<file path="src/rtl/wallace_pkg.sv">
//==============================================================================
// Module   : wallace_pkg
// Purpose  : Shared widths, FSM state type and carry-save helper for the
//            Wallace-tree accumulation sequencer.
// Revision : 1.0
//==============================================================================
`default_nettype none

package wallace_pkg;

    localparam int OP_W          = 3;
    localparam int OPS_PER_CHUNK = 12;
    localparam int CHUNK_W       = OP_W * OPS_PER_CHUNK;
    localparam int TREE_W        = 7;

    typedef enum logic [1:0] {
        IDLE = 2'd0,
        RUN  = 2'd1,
        DONE = 2'd2
    } state_t;

    typedef struct packed {
        logic [TREE_W-1:0] sum;
        logic [TREE_W-1:0] carry;
    } csa_t;

    // 3:2 compressor; the carry MSB is dropped because the tree total never exceeds 84
    function automatic csa_t csa3(input logic [TREE_W-1:0] a,
                                  input logic [TREE_W-1:0] b,
                                  input logic [TREE_W-1:0] c);
        csa_t              r;
        logic [TREE_W-1:0] maj;
        maj     = (a & b) | (a & c) | (b & c);
        r.sum   = a ^ b ^ c;
        r.carry = {maj[TREE_W-2:0], 1'b0};
        return r;
    endfunction

endpackage

`default_nettype wire

</file>
<file path="src/rtl/wallace_3bit_12.sv">
//==============================================================================
// Module   : wallace_3bit_12
// Purpose  : Combinational Wallace tree summing twelve unsigned 3-bit operands.
// Revision : 1.0
//==============================================================================
`default_nettype none

module wallace_3bit_12
    import wallace_pkg::*;
(
    input  logic [CHUNK_W-1:0] op,
    output logic [TREE_W-1:0]  res
);

    logic [TREE_W-1:0] w_ext [OPS_PER_CHUNK];
    csa_t              w_l1  [4];
    csa_t              w_l2a, w_l2b, w_l3a, w_l3b, w_l4, w_l5;

    generate
        for (genvar j = 0; j < OPS_PER_CHUNK; j++) begin : g_ext
            assign w_ext[j] = {{(TREE_W-OP_W){1'b0}}, op[j*OP_W +: OP_W]};
        end
        for (genvar i = 0; i < 4; i++) begin : g_l1
            assign w_l1[i] = csa3(w_ext[3*i], w_ext[3*i+1], w_ext[3*i+2]);
        end
    endgenerate

    // 12 -> 8 -> 6 -> 4 -> 3 -> 2 rows, then one carry-propagate add
    assign w_l2a = csa3(w_l1[0].sum,   w_l1[0].carry, w_l1[1].sum);
    assign w_l2b = csa3(w_l1[1].carry, w_l1[2].sum,   w_l1[2].carry);
    assign w_l3a = csa3(w_l2a.sum,     w_l2a.carry,   w_l2b.sum);
    assign w_l3b = csa3(w_l2b.carry,   w_l1[3].sum,   w_l1[3].carry);
    assign w_l4  = csa3(w_l3a.sum,     w_l3a.carry,   w_l3b.sum);
    assign w_l5  = csa3(w_l4.sum,      w_l4.carry,    w_l3b.carry);

    assign res = w_l5.sum + w_l5.carry;

endmodule

`default_nettype wire

</file>
<file path="src/rtl/wallace_accum_seq.sv">
//==============================================================================
// Module   : wallace_accum_seq
// Purpose  : Time-shares one 12x3-bit Wallace tree over NUM_CHUNKS chunks and
//            accumulates the chunk sums. Option macro: WALLACE_ACCUM_PIPE_EN
//            (registers the tree output, RUN lasts one extra cycle).
// Revision : 1.0
//==============================================================================
`default_nettype none

module wallace_accum_seq
    import wallace_pkg::*;
#(
    parameter int NUM_CHUNKS = 4,
    parameter int ACC_W      = 7 + $clog2(NUM_CHUNKS)
)
(
    input  logic                          clk,
    input  logic                          reset,
    input  logic                          in_valid,
    output logic                          in_ready,
    input  logic [CHUNK_W*NUM_CHUNKS-1:0] in_ops,
    output logic                          out_valid,
    input  logic                          out_ready,
    output logic [ACC_W-1:0]              out_sum,
    output logic                          busy
);

`ifdef WALLACE_ACCUM_PIPE_EN
    localparam int RUN_LAST = NUM_CHUNKS;
`else
    localparam int RUN_LAST = NUM_CHUNKS - 1;
`endif
    localparam int             CNT_W    = (RUN_LAST > 0) ? $clog2(RUN_LAST + 1) : 1;
    localparam logic [CNT_W-1:0] CNT_LAST = CNT_W'(RUN_LAST);

    state_t                        r_state, w_state_nxt;
    logic [CHUNK_W*NUM_CHUNKS-1:0] r_buf;
    logic [CNT_W-1:0]              r_cnt;
    logic [ACC_W-1:0]              r_acc;
    logic [ACC_W-1:0]              r_sum;
    logic                          r_out_valid;
    logic [CHUNK_W-1:0]            w_chunk;
    logic [TREE_W-1:0]             w_tree;
    logic [TREE_W-1:0]             w_add;
    logic [ACC_W-1:0]              w_acc_nxt;

    always_comb begin
        w_chunk = '0;
        for (int k = 0; k < NUM_CHUNKS; k++) begin
            if (r_cnt == CNT_W'(k)) begin
                w_chunk = r_buf[k*CHUNK_W +: CHUNK_W];
            end
        end
    end

    wallace_3bit_12 u_tree (
        .op  (w_chunk),
        .res (w_tree)
    );

`ifdef WALLACE_ACCUM_PIPE_EN
    logic [TREE_W-1:0] r_tree;
    logic              r_pvld;

    // r_pvld marks r_tree as holding a real chunk sum; it is low on the first RUN cycle
    always_ff @(posedge clk or posedge reset) begin
        if (reset) begin
            r_tree <= '0;
            r_pvld <= 1'b0;
        end else begin
            r_tree <= w_tree;
            r_pvld <= (r_state == RUN) && (r_cnt != CNT_LAST);
        end
    end

    assign w_add = r_pvld ? r_tree : '0;
`else
    assign w_add = w_tree;
`endif

    assign w_acc_nxt = r_acc + ACC_W'(w_add);

    always_ff @(posedge clk or posedge reset) begin
        if (reset) begin
            r_state <= IDLE;
        end else begin
            r_state <= w_state_nxt;
        end
    end

    always_comb begin
        w_state_nxt = r_state;
        in_ready    = 1'b0;
        busy        = 1'b1;
        case (r_state)
            IDLE: begin
                in_ready = 1'b1;
                busy     = 1'b0;
                if (in_valid) begin
                    w_state_nxt = RUN;
                end
            end
            RUN: begin
                if (r_cnt == CNT_LAST) begin
                    w_state_nxt = DONE;
                end
            end
            DONE: begin
                if (r_out_valid && out_ready) begin
                    w_state_nxt = IDLE;
                end
            end
            default: begin
                w_state_nxt = IDLE;
            end
        endcase
    end

    always_ff @(posedge clk or posedge reset) begin
        if (reset) begin
            r_buf       <= '0;
            r_cnt       <= '0;
            r_acc       <= '0;
            r_sum       <= '0;
            r_out_valid <= 1'b0;
        end else begin
            case (r_state)
                IDLE: begin
                    if (in_valid) begin
                        r_buf <= in_ops;
                        r_acc <= '0;
                        r_cnt <= '0;
                    end
                end
                RUN: begin
                    r_acc <= w_acc_nxt;
                    if (r_cnt == CNT_LAST) begin
                        r_sum       <= w_acc_nxt;
                        r_out_valid <= 1'b1;
                    end else begin
                        r_cnt <= r_cnt + 1'b1;
                    end
                end
                DONE: begin
                    if (out_ready) begin
                        r_out_valid <= 1'b0;
                    end
                end
                default: begin
                    r_out_valid <= 1'b0;
                end
            endcase
        end
    end

    assign out_valid = r_out_valid;
    assign out_sum   = r_sum;

endmodule

`default_nettype wire

</file>
<file path="config.mk">
export PLATFORM = sky130hd
export DESIGN_NAME = wallace_accum_seq
export DESIGN_NICKNAME = d
export VERILOG_FILES = /design/src/rtl/wallace_pkg.sv /design/src/rtl/wallace_3bit_12.sv /design/src/rtl/wallace_accum_seq.sv
export SDC_FILE = /design/constraint.sdc
export NUM_CORES = 1
export LEC_CHECK = 0
export BUFFER_PORTS_ARGS = -buffer_cell sky130_fd_sc_hd__clkbuf_2
export CAP_MARGIN = 20
export CORE_MARGIN = 3
export CORE_UTILIZATION = 48
export DETAILED_ROUTE_END_ITERATION = 6
export PLACE_DENSITY = 0.75
export SYNTH_ARGS = -nofsm -noshare
export SYNTH_HDL_FRONTEND = slang
export SYNTH_SLANG_ARGS = --single-unit
</file>
<file path="constraint.sdc">
create_clock -name clk -period 5.5 [get_ports clk]
set_clock_uncertainty 0.05 [all_clocks]
set_input_delay 0.825 -clock clk [delete_from_list [all_inputs] [get_ports clk]]
set_output_delay 0.825 -clock clk [all_outputs]
set_load 0.005 [all_outputs]
</file>
==> impl_results.md, run 1 <==
* Worst slew pin tran at 0.898 ns
* Final period util at 109%
* RSZ-0062 raised after global routing: yes
* Wirelength per Cell at 16.4 um
* I/O pins at 160
* Vias in the first global route at 7598
* HP Class: flip-flop to flip-flop
* GPL Wtd Cong at 0.910
* Initial antenna violation count at 0
* Final setup fails at 12
* Finished Cell Area at 0.0111 sq mm
* Area leader, netlist: dfrtp_1
* Gr ovfl total at 0
* Nets at 1457
* Most frequent cells in the layout: 504 x nand2_1, 166 x dfrtp_1, 159 x clkbuf_2, 73 x a21oi_1, 57 x buf_4
* Filler cells at 1546
* Residual DRC count at 0
* Die H at 142 um
* Synthesized instance count at 1071
* Critical Path Most Common Cell: fa_1
* I/O Buffers at 159
* Final WL at 24500 um
* Yosys warning count at 0
* Largest net degree at the start of global routing at 95
* Max-slew violations at 0
* TritonRoute pass-1 iters at 5
* Setup tns final at -4.56 ns
* Fin worst setup slack at -0.497 ns
* Slew HR at 40.1%
* Worst path bufs/invs at 6
* Post-synthesis cell area at 0.00884 sq mm
* CP required at 5.76 ns
* Tot GR Track Use at 24.2%
* Max-Cap Viols at 0
* Final min period at 6.00 ns
* Peak Freq at 0.167 GHz
* Via density at 5.17
* Clock sink count at 167
* Starting Density at 50.1%
* Failing checks: negative setup slack
* CP Capture Type: flip-flop
* Critical path peak fanout at 7
* First-pass GRT wire length at 38000 um
* Syn_area_per_cell at 8.25 sq um
* Crit-path slowest cell: fa_1
* Critical Path Source Type: flip-flop
* Share of layout cells above drive strength 1 at 25.2%
* Met2 WL at 12100 um
* Via Count at 7727
* Sequential share of the synthesized area at 47.3%
* Root Buffer: clkbuf_16
* Most common cell after layout, fill and taps aside: nand2_1
* Clk slew on worst S/H paths at 0.06 ns
* Crit path largest cell delay at 0.58 ns
* DP HPWL at 17300 um
* FP Rows at 48
* # hold bufs at CTS at 0
* 1st-iter DRT viols at 610
* Length of routed wiring on met1 at 10000 um
* Critical path class: flip-flop to flip-flop
* Finished Core Util at 62.7%
* H-tree depth at 4
* Status: finished, violations left
* Core area at 0.0177 sq mm
* Netlist cell types at 40
* TritonCTS clock tree: yes
* Yosys top cell area share at 47.3%
* DR top layer: met4
* Die Footprint at 0.0201 sq mm
* Area growth, synth to finish at 25.2%
* Met3 routed WL at 1510 um
* Syn nets at 1271
* Final hold violation count at 0
* Synth Register Bits at 167
* Critical Path AT at 6.26 ns
* Area contributors post-synth: dfrtp_1 47%, nand2_1 21%, fa_1 6.3%
* Antenna Cells at 0
* Latest clock arrival within the worst-skew pair at 0.43 ns
* Bufs on Longest Clock Path at 2
* Placed cell area at 0.0101 sq mm
* Post-DRT Antenna Nets at 0
* Die width at 142 um
* Top delay family on crit path: adder cells
* Num CTS Buffers at 17
-- through the flow --
stage	std cells	setup WS, ns	hold WS, ns
6_report	1495	-0.497	0.423
5_1_grt	1495	-0.785	0.447
4_1_cts	1483	-0.495	0.429
3_5_place_dp	1445	-0.804	0.412
3_3_place_gp	1445	-0.646	0.408
2_1_floorplan	1071	-0.185	0.396
-- final timing paths --
check | cells past startpoint | slack (ns) | to | from
max in group asynchronous | 3 | 3.83 | r_buf[135] | reset
max | 25 | -0.50 | out_sum[6] | r_cnt[1]
min reg2reg | 2 | 0.42 | r_buf[97] | r_buf[97]
min | 2 | 0.42 | r_buf[97] | r_buf[97]
min in group asynchronous | 2 | 0.50 | r_buf[73] | reset
max reg2reg | 25 | -0.50 | out_sum[6] | r_cnt[1]
-- cells by family after synthesis --
kind of cell               synth area share, %
buffers and inverters                     5.75
AOI/OAI and AO/OA                         9.09
and+or+nand+nor                           26.9
muxes                                    0.510
adders and majority gates                 9.74
xor gates and xnor gates                 0.694
DFF                                       47.3
-- worst register-to-register path, delay by kind of cell, from the launching register on --
kind,cells,cell delay (ns)
adder cells (fa/ha/maj),9,3.65
AO/OA/AOI/OAI,6,0.79
buffers and inverters,6,0.50
flip-flops,1,0.40
multiplexers,1,0.26
AND/OR/NAND/NOR,3,0.25
-- cell usage after synthesis --
library cell    n
o21ai_1         1
nor2b_1         2
a211oi_1        1
nand2b_1        2
buf_4          12
nand2_1       505
xnor2_1         2
clkbuf_2        1
nor3_1          1
clkbuf_1       21
or3_4           1
nor2b_4         1
a2bb2oi_2       1
nor2_1         28
nand3_1         5
buf_1           7
and2_1          1
xor2_1          5
mux2_2          4
dfrtp_1       167
o211ai_4        1
ha_1           24
o21ai_2         1
a31oi_1         1
buf_6           4
nand2_2         1
o2bb2ai_1       1
buf_2          18
o21ai_0        36
nand3b_1       37
a21oi_1        96
o21a_1          1
fa_1           28
o211ai_1        2
o31ai_1         1
nor3_2          1
inv_1          46
o21bai_1        1
o31a_4          1
a21o_1          2
-- layer usage --
layer	global-route usage, %	vias to the layer above
li1	-	3740
met1	31.8	3627
met2	40.5	305
met3	3.98	55
met4	9.09	0
met5	0	-
-- final cells by class --
cell class,instances,area (sq um),share of cell area (%)
Clock buffer,23,468,4.23
Clock inverter,9,116,1.05
Inverter,46,178,1.61
Multi-Input combinational cell,795,4380,39.6
Sequential cell,167,4180,37.8
Tap cell,225,282,2.54
Timing Repair Buffer,230,1460,13.2
-- registers in the layout, indices dropped and copies added (netlist names) --
register	count
r_state	2
out_valid	1
r_buf	144
r_cnt	2
out_sum	9
r_acc	9
-- timing repair --
item | CTS | global route
endpoints found under the setup margin | 14 | 14
setup buffers | 5 | 13
resized for setup | 19 | 43
pin swaps | 9 | 36
gates cloned | 1 | 1
hold endpoints to repair | 0 | 0
Power of run 1 is not shown: default switching activity piles up to over one toggle a cycle in this logic, so the estimate is an artifact.
==> run 2: changes to the inputs <==
PLACE_DENSITY = 0.72   (was 0.75)
clock period = 7.8 ns   (was 5.5 ns; I/O delays follow)
==> impl_results.md, run 2 (synthesized netlist as in run 1, its figures left out) <==
* Critical path peak fanout at 24 (+17)
* Via density at 5.10 (-1.3%)
* Status: finished clean
* Worst slew pin tran at 0.935 ns (+0.0369 ns)
* First-pass GRT wire length at 37000 um (-2.8%)
* Share of layout cells above drive strength 1 at 18.0% (-7.2 points)
* Starting Density at 50.1% (unchanged)
* Vias in the first global route at 7539 (-0.78%)
* R2R Setup Slk at 1.17 ns (+1.67 ns)
* Peak Freq at 0.151 GHz (-9.5%)
* Crit path largest cell delay at 0.58 ns (about the same)
* Hold EP: r_buf[54]
* Die width at 142 um (unchanged)
* Num CTS Buffers at 17 (unchanged)
* FP Rows at 48 (unchanged)
* Via Count at 7307 (-5.4%)
* PostCTS Resize Cnt at 0 (-19)
* Largest net degree at the start of global routing at 112 (+18%)
* Setup repair bufs after CTS at 0 (-5)
* DP HPWL at 16400 um (-5.1%)
* R2R cell count at 26 (+4.0%)
* TritonRoute pass-1 iters at 5 (unchanged)
* Initial antenna violation count at 0 (unchanged)
* Tot GR Track Use at 23.4% (-0.79 points)
* Final min period at 6.63 ns (+0.631 ns)
* Max-slew violations at 0 (unchanged)
* CP Capture Type: flip-flop
* Gr ovfl total at 0 (unchanged)
* CP required at 8.04 ns (+2.28 ns)
* Area growth, synth to finish at 16.7%
* TritonCTS clock tree: yes
* I/O pins at 160 (unchanged)
* Final WL at 22800 um (-7.0%)
* I/O Buffers at 159 (unchanged)
* Critical Path AT at 6.87 ns (+0.61 ns)
* Final setup fails at 0 (-12)
* Residual DRC count at 0 (unchanged)
* Most frequent cells in the layout: 504 x nand2_1, 167 x dfrtp_1, 159 x clkbuf_2, 96 x a21oi_1, 45 x inv_1
* Clk slew on worst S/H paths at 0.07 ns (about the same)
* Clock sink count at 167 (unchanged)
* Bufs on Longest Clock Path at 2 (unchanged)
* Most common cell after layout, fill and taps aside: nand2_1
* RSZ-0062 raised after global routing: no
* Reg2reg start: r_cnt[0]
* 1st-iter DRT viols at 517 (-15%)
* Max reg flops at 144 (unchanged)
* Root Buffer: clkbuf_16
* Largest register by flop count: r_buf
* Final hold violation count at 0 (unchanged)
* Max-Cap Viols at 0 (unchanged)
* Hold depth at 2 (unchanged)
* H-tree depth at 4 (unchanged)
* Nets at 1395 (-4.3%)
* # hold bufs at CTS at 0 (unchanged)
* Wirelength per Cell at 15.9 um (-3.0%)
* Hold wc startpoint: r_buf[54]
* FF-to-FF End: out_sum[5]
* Antenna Cells at 0 (unchanged)
* Crit-path slowest cell: fa_1
* Critical Path Source Type: flip-flop
* Die H at 142 um (unchanged)
* Final period util at 85.0% (-24 points)
* Core area at 0.0177 sq mm (unchanged)
* Slew HR at 37.7% (-2.5 points)
* Latest clock arrival within the worst-skew pair at 0.43 ns (about the same)
* Post-DRT Antenna Nets at 0 (unchanged)
* HP Class: flip-flop to flip-flop
* Critical path class: flip-flop to flip-flop
* Die Footprint at 0.0201 sq mm (unchanged)
* Setup tns final at 0 ns (+4.56 ns)
* GPL Wtd Cong at 0.854 (-6.2%)
-- run 2: layout make-up --
cell class,count,area (sq um)
fill,1626,7340
sequential,167,4180
multi-input combinational,795,4170
timing repair buffer,168,903
clock buffer,18,439
tap,225,282
inverter,46,178
clock inverter,14,166
-- run 2: critical path: cells and delay by family, from the launching register on --
family | cells | cell delay, ns
fa+ha+maj | 9 | 3.85
compound gates | 7 | 0.96
flops | 1 | 0.43
xor+xnor | 1 | 0.22
simple gates | 2 | 0.20
buf+inv | 7 | 0.76
-- run 2: per-layer routing --
metal,vias up,GRT usage [%],wire length [um]
met3,32,4.68,1190
li1,3612,-,-
met4,0,7.37,561
met5,-,0,0
met1,3439,29.6,9590
met2,224,40.5,11500
-- run 2: through the flow --
| step | area [sq um] | setup slack (ns) | hold WS (ns) | util, % | instances |
|---|---|---|---|---|---|
| 2_1_floorplan | 8840 | 1.87 | 0.396 | - | 1071 |
| 3_3_place_gp | 9660 | 1.21 | 0.409 | 54.7 | 1399 |
| 3_5_place_dp | 9660 | 1.11 | 0.413 | 54.7 | 1399 |
| 4_1_cts | 10300 | 1.10 | 0.429 | 58.1 | 1431 |
| 5_1_grt | 10300 | 0.702 | 0.442 | 58.4 | 1433 |
| 6_report | 10300 | 1.17 | 0.424 | 58.4 | 1433 |
-- run 2: worst max path at each step --
stage / startpoint / slack [ns] / cells past startpoint / end
floorplan: r_cnt[1] / 1.87 / 27 / out_sum[6]
global route: r_cnt[0] / 0.70 / 28 / out_sum[7]
CTS: r_cnt[1] / 1.10 / 25 / out_sum[6]
global placement: r_cnt[1] / 1.21 / 25 / out_sum[6]
detailed placement: r_cnt[1] / 1.11 / 25 / out_sum[6]
finish: r_cnt[0] / 1.17 / 26 / out_sum[5]
Power of run 2 is left out for the same reason.
==> run 3: changes to the inputs <==
clock period = 6.7 ns   (was 7.8 ns; I/O delays follow)
==> impl_results.md, run 3 (synthesized netlist as in run 1, its figures left out) <==
* Final min period at 6.31 ns (-0.315 ns)
* Slew HR at 28.7% (-9.0 points)
* Via Count at 7441 (+1.8%)
* H-tree depth at 4 (unchanged)
* Largest register by flop count: r_buf
* Initial antenna violation count at 0 (unchanged)
* Share of layout cells above drive strength 1 at 18.3% (+0.26 points)
* Worst slew pin tran at 1.07 ns (+0.135 ns)
* Die width at 142 um (unchanged)
* Reg2reg start: r_cnt[0]
* Largest net degree at the start of global routing at 105 (-6.3%)
* I/O Buffers at 159 (unchanged)
* TritonCTS clock tree: yes
* RSZ-0062 raised after global routing: no
* Via density at 5.17 (+1.5%)
* Finished Core Util at 58.3% (-0.078 points)
* Residual DRC count at 0 (unchanged)
* Area growth, synth to finish at 16.6%
* Critical Path Source Type: flip-flop
* Multi-input logic area at 0.00418 sq mm (+0.24%)
* I/O pins at 160 (unchanged)
* Die H at 142 um (unchanged)
* Vias in the first global route at 7402 (-1.8%)
* HP Class: flip-flop to flip-flop
* Setup tns final at 0 ns (unchanged)
* TritonRoute pass-1 iters at 5 (unchanged)
* Critical path peak fanout at 27 (+13%)
* Max reg flops at 144 (unchanged)
* Most common cell after layout, fill and taps aside: nand2_1
* Starting Density at 50.1% (unchanged)
* Hold depth at 2 (unchanged)
* PostCTS Resize Cnt at 0 (unchanged)
* Post-DRT Antenna Nets at 0 (unchanged)
* DP HPWL at 16500 um (+0.99%)
* # hold bufs at CTS at 0 (unchanged)
* Peak Freq at 0.158 GHz (+5.0%)
* Critical path class: flip-flop to flip-flop
* GPL Wtd Cong at 0.878 (+2.9%)
* Gr ovfl total at 0 (unchanged)
* Status: finished clean
* Hold wc startpoint: r_buf[60]
* Nets at 1400 (+0.36%)
* Max-slew violations at 0 (unchanged)
* Final setup fails at 0 (unchanged)
* Antenna Cells at 0 (unchanged)
* Setup repair bufs after CTS at 0 (unchanged)
* Max-Cap Viols at 0 (unchanged)
* Core area at 0.0177 sq mm (unchanged)
* Root Buffer: clkbuf_16
* Final WL at 22600 um (-0.69%)
* Tot GR Track Use at 23.2% (-0.23 points)
* Placed cell area at 0.00972 sq mm (+0.67%)
* 1st-iter DRT viols at 486 (-6.0%)
* Bufs on Longest Clock Path at 2 (unchanged)
* FP Rows at 48 (unchanged)
* Wirelength per Cell at 15.7 um (-1.0%)
* Die Footprint at 0.0201 sq mm (unchanged)
* R2R cell count at 26 (unchanged)
* Most frequent cells in the layout: 504 x nand2_1, 167 x dfrtp_1, 159 x clkbuf_2, 96 x a21oi_1, 45 x inv_1
* Filler cells at 1658 (+2.0%)
* CP required at 6.97 ns (-1.07 ns)
* R2R Setup Slk at 0.39 ns (-0.79 ns)
* First-pass GRT wire length at 36500 um (-1.4%)
* Latest clock arrival within the worst-skew pair at 0.43 ns (about the same)
* Clock sink count at 167 (unchanged)
* Clk slew on worst S/H paths at 0.07 ns (about the same)
* Finished Cell Area at 0.0103 sq mm (-0.13%)
* Critical Path AT at 6.58 ns (-0.29 ns)
* Register area at 0.00418 sq mm (unchanged)
* Final hold violation count at 0 (unchanged)
* Final period util at 94.2% (+9.2 points)
* Num CTS Buffers at 17 (unchanged)
* CP Capture Type: flip-flop
* FF-to-FF End: out_sum[6]
* Hold EP: r_buf[60]
==> run 3: per-stage QoR <==
stage	hold WS (ns)	instances	setup WS, ns
finish	0.427	1438	0.388
global route	0.444	1438	0.0170
CTS	0.429	1438	0.338
detailed placement	0.412	1406	0.365
global placement	0.409	1406	0.476
floorplan	0.396	1071	0.766
==> run 3: worst max-delay path, cell delays in order, from the launching register on <==
cell and delay, ns:
dfrtp_1 0.42, inv_1 0.13, ha_1 0.18, buf_4 0.30, nand3b_1 0.13, a21oi_1 0.30
a21oi_1 0.07, nor2_1 0.09, a21oi_1 0.07, fa_1 0.47, fa_1 0.50, inv_1 0.06
fa_1 0.52, inv_1 0.06, fa_1 0.42, fa_1 0.48, inv_1 0.07, ha_1 0.15
inv_1 0.06, fa_1 0.39, xnor2_1 0.14, ha_1 0.34, o21a_1 0.15, o31a_4 0.17
nor3_2 0.05, a2bb2oi_2 0.16, mux2_2 0.26
==> run 3: layout make-up <==
class	instances	share of cell area (%)
multi-input cells	795	40.6
well taps	225	2.73
repair buffers	173	8.87
clock inverters	14	1.38
flip-flops and latches	167	40.6
clock buffers	18	4.17
inverters	46	1.72
==> run 3: worst max path at each step <==
stage             start         end  cells past startpoint  slack (ns)
3_3_place_gp   r_cnt[0]  out_sum[6]                     23        0.48
6_report       r_cnt[0]  out_sum[6]                     26        0.39
2_1_floorplan  r_cnt[1]  out_sum[6]                     27        0.77
5_1_grt        r_cnt[0]    r_acc[8]                     28        0.02
3_5_place_dp   r_cnt[0]  out_sum[6]                     23        0.37
4_1_cts        r_cnt[0]  out_sum[6]                     23        0.34
==> run 3: routing by layer <==
layer	global-route usage, %	vias up	wire length [um]
met2	37.9	249	11200
li1	-	3633	-
met1	30.2	3511	9200
met3	4.99	48	1430
met4	9.39	0	847
met5	0	-	0
Power of run 3 is left out for the same reason.
